`config.mk`:
```
export PLATFORM = sky130hd
export DESIGN_NAME = layer_controller_flat
export DESIGN_NICKNAME = d
export VERILOG_FILES = /design/src/rtl/layer_controller_if.sv /design/src/rtl/layer_controller.sv /design/src/flat_wrapper.sv
export SDC_FILE = /design/constraint.sdc
export NUM_CORES = 1
export LEC_CHECK = 0
export BUFFER_PORTS_ARGS = -buffer_cell sky130_fd_sc_hd__clkbuf_2
export CAP_MARGIN = 20
export CORE_MARGIN = 2
export CORE_UTILIZATION = 55
export DETAILED_ROUTE_END_ITERATION = 7
export PLACE_DENSITY = 0.76
export RECOVER_POWER = 25
export SYNTH_ARGS = -nofsm -noshare
export SYNTH_HDL_FRONTEND = slang
export SYNTH_SLANG_ARGS = --single-unit
export TNS_END_PERCENT = 50
```
`constraint.sdc`:
```
create_clock -name clk -period 4.8 [get_ports clk]
set_input_delay 0.96 -clock clk [delete_from_list [all_inputs] [get_ports clk]]
set_output_delay 0.96 -clock clk [all_outputs]
set_load 0.05 [all_outputs]
```
`src/rtl/layer_controller_if.sv`:
```
// Handshake and control bundle between layer_controller and its surroundings.
// master: the controller side; slave: network FSM / datapath side.
interface layer_controller_if #(
    parameter int SEL_W = 32
);
    logic             start;
    logic             in_valid;
    logic             ready;
    logic             rst_Acc;
    logic             ld_Acc;
    logic             ld_bias;
    logic             wr_out;
    logic             done;
    logic [SEL_W-1:0] input_sel;
    logic [SEL_W-1:0] neuron_sel;

    modport master (
        input  start, in_valid,
        output ready, rst_Acc, ld_Acc, ld_bias, wr_out, done, input_sel, neuron_sel
    );

    modport slave (
        output start, in_valid,
        input  ready, rst_Acc, ld_Acc, ld_bias, wr_out, done, input_sel, neuron_sel
    );
endinterface

```
`src/rtl/layer_controller.sv`:
```
// Fully-connected layer sequencer: per neuron clear accumulator, feed N_IN inputs, store.
// Optional BIAS_LOAD_EN macro inserts a one-cycle bias-load state after each clear.
module layer_controller #(
    parameter int N_IN  = 10,
    parameter int N_OUT = 4,
    parameter int SEL_W = 32
) (
    input  logic                  clk,
    input  logic                  rst,
    layer_controller_if.master    bus
);
    localparam logic [2:0] S_IDLE  = 3'd0;
    localparam logic [2:0] S_RSTS  = 3'd1;
`ifdef BIAS_LOAD_EN
    localparam logic [2:0] S_BIAS  = 3'd2;
`endif
    localparam logic [2:0] S_CALC  = 3'd3;
    localparam logic [2:0] S_STORE = 3'd4;
    localparam logic [2:0] S_DONE  = 3'd5;

    localparam logic [SEL_W-1:0] IN_LAST  = SEL_W'(N_IN - 1);
    localparam logic [SEL_W-1:0] OUT_LAST = SEL_W'(N_OUT - 1);
    localparam logic [SEL_W-1:0] SEL_ONE  = SEL_W'(1);

    logic [2:0]       state_r;
    logic [2:0]       state_s;
    logic [SEL_W-1:0] input_sel_r;
    logic [SEL_W-1:0] input_sel_s;
    logic [SEL_W-1:0] neuron_sel_r;
    logic [SEL_W-1:0] neuron_sel_s;

    // Next-state and counter update; counters only ever compare against terminal count.
    always_comb begin
        state_s      = state_r;
        input_sel_s  = input_sel_r;
        neuron_sel_s = neuron_sel_r;
        case (state_r)
            S_IDLE: begin
                if (bus.start) begin
                    state_s = S_RSTS;
                end else begin
                    state_s = S_IDLE;
                end
            end
            S_RSTS: begin
                input_sel_s = {SEL_W{1'b0}};
`ifdef BIAS_LOAD_EN
                state_s     = S_BIAS;
`else
                state_s     = S_CALC;
`endif
            end
`ifdef BIAS_LOAD_EN
            S_BIAS: begin
                input_sel_s = {SEL_W{1'b0}};
                state_s     = S_CALC;
            end
`endif
            S_CALC: begin
                if (!bus.in_valid) begin
                    state_s = S_CALC;
                end else if (input_sel_r == IN_LAST) begin
                    state_s = S_STORE;
                end else begin
                    input_sel_s = input_sel_r + SEL_ONE;
                end
            end
            S_STORE: begin
                if (neuron_sel_r == OUT_LAST) begin
                    state_s = S_DONE;
                end else begin
                    neuron_sel_s = neuron_sel_r + SEL_ONE;
                    input_sel_s  = {SEL_W{1'b0}};
                    state_s      = S_RSTS;
                end
            end
            S_DONE: begin
                input_sel_s  = {SEL_W{1'b0}};
                neuron_sel_s = {SEL_W{1'b0}};
                state_s      = S_IDLE;
            end
            // Unused encodings recover to a clean idle
            default: begin
                input_sel_s  = {SEL_W{1'b0}};
                neuron_sel_s = {SEL_W{1'b0}};
                state_s      = S_IDLE;
            end
        endcase
    end

    // State and counter registers with synchronous reset.
    always_ff @(posedge clk) begin
        if (rst) begin
            state_r      <= S_IDLE;
            input_sel_r  <= {SEL_W{1'b0}};
            neuron_sel_r <= {SEL_W{1'b0}};
        end else begin
            state_r      <= state_s;
            input_sel_r  <= input_sel_s;
            neuron_sel_r <= neuron_sel_s;
        end
    end

    assign bus.ready      = (state_r == S_IDLE);
    assign bus.rst_Acc    = (state_r == S_RSTS);
    assign bus.ld_Acc     = (state_r == S_CALC) && bus.in_valid;
    assign bus.wr_out     = (state_r == S_STORE);
    assign bus.done       = (state_r == S_DONE);
    assign bus.input_sel  = input_sel_r;
    assign bus.neuron_sel = neuron_sel_r;
`ifdef BIAS_LOAD_EN
    assign bus.ld_bias    = (state_r == S_BIAS);
`else
    assign bus.ld_bias    = 1'b0;
`endif
endmodule

```
`src/flat_wrapper.sv`:
```
// flat-port wrapper written by rule: the top's interface ports become plain ports
module layer_controller_flat 
#(
    parameter int N_IN  = 10,
    parameter int N_OUT = 4,
    parameter int SEL_W = 32
)
  (clk, rst, bus_start, bus_in_valid, bus_ready, bus_rst_Acc, bus_ld_Acc, bus_ld_bias, bus_wr_out, bus_done, bus_input_sel, bus_neuron_sel);
  layer_controller_if #(.SEL_W(SEL_W)) bus_i ();
  input  logic clk;
  input  logic rst;
  input wire logic [$bits(bus_i.start)-1:0] bus_start;
  input wire logic [$bits(bus_i.in_valid)-1:0] bus_in_valid;
  output wire logic [$bits(bus_i.ready)-1:0] bus_ready;
  output wire logic [$bits(bus_i.rst_Acc)-1:0] bus_rst_Acc;
  output wire logic [$bits(bus_i.ld_Acc)-1:0] bus_ld_Acc;
  output wire logic [$bits(bus_i.ld_bias)-1:0] bus_ld_bias;
  output wire logic [$bits(bus_i.wr_out)-1:0] bus_wr_out;
  output wire logic [$bits(bus_i.done)-1:0] bus_done;
  output wire logic [$bits(bus_i.input_sel)-1:0] bus_input_sel;
  output wire logic [$bits(bus_i.neuron_sel)-1:0] bus_neuron_sel;
  assign bus_i.start = bus_start;
  assign bus_i.in_valid = bus_in_valid;
  assign bus_ready = bus_i.ready;
  assign bus_rst_Acc = bus_i.rst_Acc;
  assign bus_ld_Acc = bus_i.ld_Acc;
  assign bus_ld_bias = bus_i.ld_bias;
  assign bus_wr_out = bus_i.wr_out;
  assign bus_done = bus_i.done;
  assign bus_input_sel = bus_i.input_sel;
  assign bus_neuron_sel = bus_i.neuron_sel;
  layer_controller #(.N_IN(N_IN), .N_OUT(N_OUT), .SEL_W(SEL_W)) u_core (.clk(clk), .rst(rst), .bus(bus_i));
endmodule
```
* After elaboration in Yosys (flattened, before gate mapping)
Index checks and enable logic that the tools add are counted.
** Cells by class
- Add/sub/neg operators :: 2
- Eq/ne operators :: 10
- Multiplexer cells :: 11
- Bitwise operators :: 2
- Reductions and logical operators :: 5
** Operators by type and width (number)
- $mux 32 :: 4
- $pmux 32 s3 :: 1
- $add 32x1->32 const B :: 2
- $pmux 32 s2 :: 1
- $eq 32x2->1 const B :: 1
- $eq 32x4->1 const B :: 1
- $pmux 3 s4 :: 1
- $mux 3 :: 3
- $eq 3x3->1 const B :: 2
- $ne 2x2->1 const B :: 3
- $reduce_and 4->1 :: 1
- $eq 3x1->1 const B :: 1
- $eq 3x2->1 const B :: 1
- $logic_not 3->1 :: 1
- $ne 3x2->1 const B :: 1
- $reduce_or 3->1 :: 1
- $not 1->1 :: 2
- $reduce_and 2->1 :: 1
- $logic_and 1x1->1 :: 1
- $mux 1 :: 1
** Storage, ports and cells
- Register bits :: 67
- Input bits :: 4

* Depth between registers and ports, before layout
- Depth after elaboration :: 4
- Depth in mapped cells :: 9

* Worst setup path after synthesis
OpenSTA, ideal clock, no wires.
- Kind :: reg2out
- From :: reg u_core.state_r[2]
- To :: out bus_ready
- Data arrival time :: 1.538 ns
- Data required time :: 3.840 ns
- Path slack :: 2.302 ns
- Cell stages (with the launch flop) :: 3
- Path buffers :: 1
- Path through :: dfxtp_1 > buf_2 > nor3_1
** On the way
- Word-level cells in the longest chain between the ends :: 1
** RTL lines
- start, declared :: line layer_controller.sv:25 : logic [2:0] state_r;
- start signal, assigned :: line layer_controller.sv:98 : state_r <= state_s;
- $logic_not 3->1 :: line layer_controller.sv:104 : assign bus.ready = (state_r == S_IDLE);
- end, declared :: line flat_wrapper.sv:14 : output wire logic [$bits(bus_i.ready)-1:0] bus_ready;
No other way between the ends.

* Worst setup path after layout
- From :: reg u_core.state_r[0]
- To :: out bus_wr_out
** On the way
- Word-level cells in the longest chain between the ends :: 1
** RTL lines
- $eq 3x3->1 :: line layer_controller.sv:107 : assign bus.wr_out = (state_r == S_STORE);
- end, declared :: line flat_wrapper.sv:18 : output wire logic [$bits(bus_i.wr_out)-1:0] bus_wr_out;
No other way between the ends.

==> key figures <==
GRT
  • Tot GR Track Use: 28.2%
  • Largest net degree at the start of global routing: 50
  • Global-route wire length before repair: 17.4 mm
  • Remaining global-route overflow: 0
  • Vias in the first global route: about 3600
  • Initial antenna violation count: 0

Synthesis
  • Synth area leaders: dfxtp_1 34%, a311oi_2 7.2%, nand2_1 5.4%
  • Cell count after synthesis: 478
  • Post-synth top cells: 67 x dfxtp_1, 57 x nand2_1, 40 x o21ai_0
  • Distinct cells, synth: 64
  • Post-synth ARST share: 0%
  • Syn Nets: 485
  • Count leader, synth: dfxtp_1
  • Syn avg cell area: approximately 8.3 um^2
  • Area fraction of the dominant cell type after synthesis: around a third
  • Yosys reg bits: 67
  • Number of synthesized flops with an enable pin: 0
  • Post-synth top area cell: dfxtp_1
  • Synth warnings: 0
  • Ys flop type: dfxtp_1
  • Mapped Area: 3960 um^2
  • Post-synthesis sequential area ratio: 33.9%

Placement
  • Detail Placement HPWL: between 7 and 8 mm
  • IO buf count: 72
  • Dpl cells: 622
  • Gp weighted congestion: between 0.8 and 0.9

Critical path
  • Delay-heaviest family, CP: buffers and inverters
  • Worst Path Buf+Inv: 2
  • Startpoint type of the worst setup path: flip-flop
  • CP Data Required Time: ~3.8 ns
  • CP Class: flip-flop to output port
  • Worst setup EP type: output port
  • WP data arrival: around 2.3 ns
  • CP max-delay cell: inv_1
  • Peak per-stage delay on the critical path: between 0.5 and 0.6 ns
  • CP Cell Sequence: nor2_1 > nand2_1 > inv_1 > clkbuf_2
  • Crit path max fanout: 18

Drt
  • DRC errors left: 0
  • Final WL: 11.0 mm
  • Initial DRT Pass Iterations: 5
  • Vias per cell: 6.43
  • Antenna-violating nets left: 0
  • Avg WL per Cell: ~17 um
  • Routed via count: about 4100
  • Initial DRC Count: 252

Clock tree
  • Clk_lat worst skew: 0.35 ns
  • Post-CTS setup buffers: 0
  • Clk slew on worst S/H paths: 0.07 ns
  • Root buf cell: clkbuf_8
  • Clock sinks: 67
  • Clock Tree Buf Depth: 2
  • Post-CTS sizing: 0
  • TritonCTS clock tree: yes
  • Number of H-tree levels: 3
  • Number of buffers created by CTS: 9
  • # hold bufs at CTS: 0

Finish
  • Area of the multi-input gates: around 2400 um^2
  • Layout cells sized above 1: a little under a fifth
  • Final nets: approximately 540
  • Finished Layout Cells: ~640
  • Fill cell count: around 650
  • FF/Latch Area: 1340 um^2
  • Area Growth Syn to Fin: 11.6%
  • Ant. Diodes: 0
  • Final Util: 64.3%

STA
  • Final Setup Violations: 0
  • Slew Viols, Final: 0
  • Hold Vio Cnt, Final: 0
  • RSZ-0062 raised after global routing: no
  • Fin crit period: ~3.3 ns
  • Slew @ Worst Pin: around 0.94 ns
  • WHS: 0.523 ns
  • Post-Route Setup TNS: 0 ns
  • Slew HR: between 30% and 40%
  • Fin crit share: between 60% and 70%
  • Fmax: a little over 0.3 GHz
  • Clock Skew: roughly 0.0084 ns

Pwr
  • Total chip power: ~0.0010 W
  • PwrDens: ~230 nW/um^2
  • Peak VDD IR: roughly 0.15 mV
  • Static Leak: 1.44 nW

Run
  • Max Cap Viol: 0

Die
  • Ports: 74
  • Core Box Area: a little under 7000 um^2
  • Die height: slightly below 90 um
  • Cell Rows: 30
  • Die X: ~89 um
  • Full die area: 7890 um^2
  • Initial Utilization: 57.6%

Run status
  • Status: complete, no violations

Hold path
  • Hold crit path type: flip-flop to flip-flop
-- metrics by stage --
step                setup WS, ns  cell area [um^2]
finish                      1.54              4420
global route                1.44              4420
CTS                         1.54              4460
detailed placement          1.97              4290
global placement            2.04              4290
floorplan                   2.30              3960
-- cells in the final DEF, fill, tap and decap left out, types with 4 or more instances in the layout --
cell      count
clkbuf_1     35
nor4_1       13
dfxtp_1      67
nor3_2        5
nand3_1      21
nor2_1       39
o21ai_0      40
a31oi_1      17
clkbuf_8     10
and3_1       16
o31ai_1      10
nand2_1      57
nand4b_1      4
a311oi_2     19
nor3_1       14
a41oi_1       5
a311oi_1      7
inv_1        10
clkbuf_2     40
a21oi_1      34
nand4_1      11
-- state kept, by name, summed over array words and instances, names as in the netlist --
| signal | cells |
|---|---|
| u_core.bus.input_sel | 32 |
| u_core.state_r | 3 |
| u_core.bus.neuron_sel | 32 |
-- final timing paths --
| check | depth (start not counted) | slack [ns] | start | end |
|---|---|---|---|---|
| worst min-delay path | 1 | 0.52 | u_core.bus.neuron_sel[29] | u_core.bus.neuron_sel[29] |
| worst min register to register | 1 | 0.52 | u_core.bus.neuron_sel[29] | u_core.bus.neuron_sel[29] |
| worst max register to register | 6 | 2.22 | u_core.state_r[0] | u_core.bus.input_sel[31] |
| worst max-delay path | 4 | 1.54 | u_core.state_r[0] | bus_wr_out |
-- power breakdown --
group | internal, W | leakage (nW) | switching [W]
clock | 0.000199 | 0.0795 | 0.000213
combinational | 0.0000125 | 0.825 | 0.0000514
sequential | 0.000557 | 0.540 | 0.00000302
total | 0.000768 | 1.44 | 0.000267
-- cell type report --
| cell class | instances | area share, % |
|---|---|---|
| multi-input cells | 374 | 54.6 |
| inverters | 10 | 0.850 |
| clock buffers | 13 | 3.37 |
| well taps | 96 | 2.72 |
| flip-flops and latches | 67 | 30.4 |
| clock inverters | 2 | 0.283 |
| repair buffers | 75 | 7.76 |
-- cell families (layout without fill, tap and decap cells) --
logic type | after synthesis | in the layout | share of synthesized area, %
AO/OA/AOI/OAI | 153 | 153 | 29.1
flip-flops | 67 | 67 | 33.9
AND/OR/NAND/NOR | 216 | 216 | 30.5
other | 1 | 1 | 0.0948
adder cells (fa/ha/maj) | 3 | 3 | 0.949
buffers and inverters | 37 | 100 | 5.15
multiplexers | 1 | 1 | 0.285
-- metal layers --
layer	track usage, %	vias up	part of all wire, %
li1	-	1960	-
met1	37.4	1939	42
met2	46.2	177	49
met4	11.6	0	2.1
met3	3.82	21	7.0
met5	0	-	0
(Power assumes the default switching activity.)
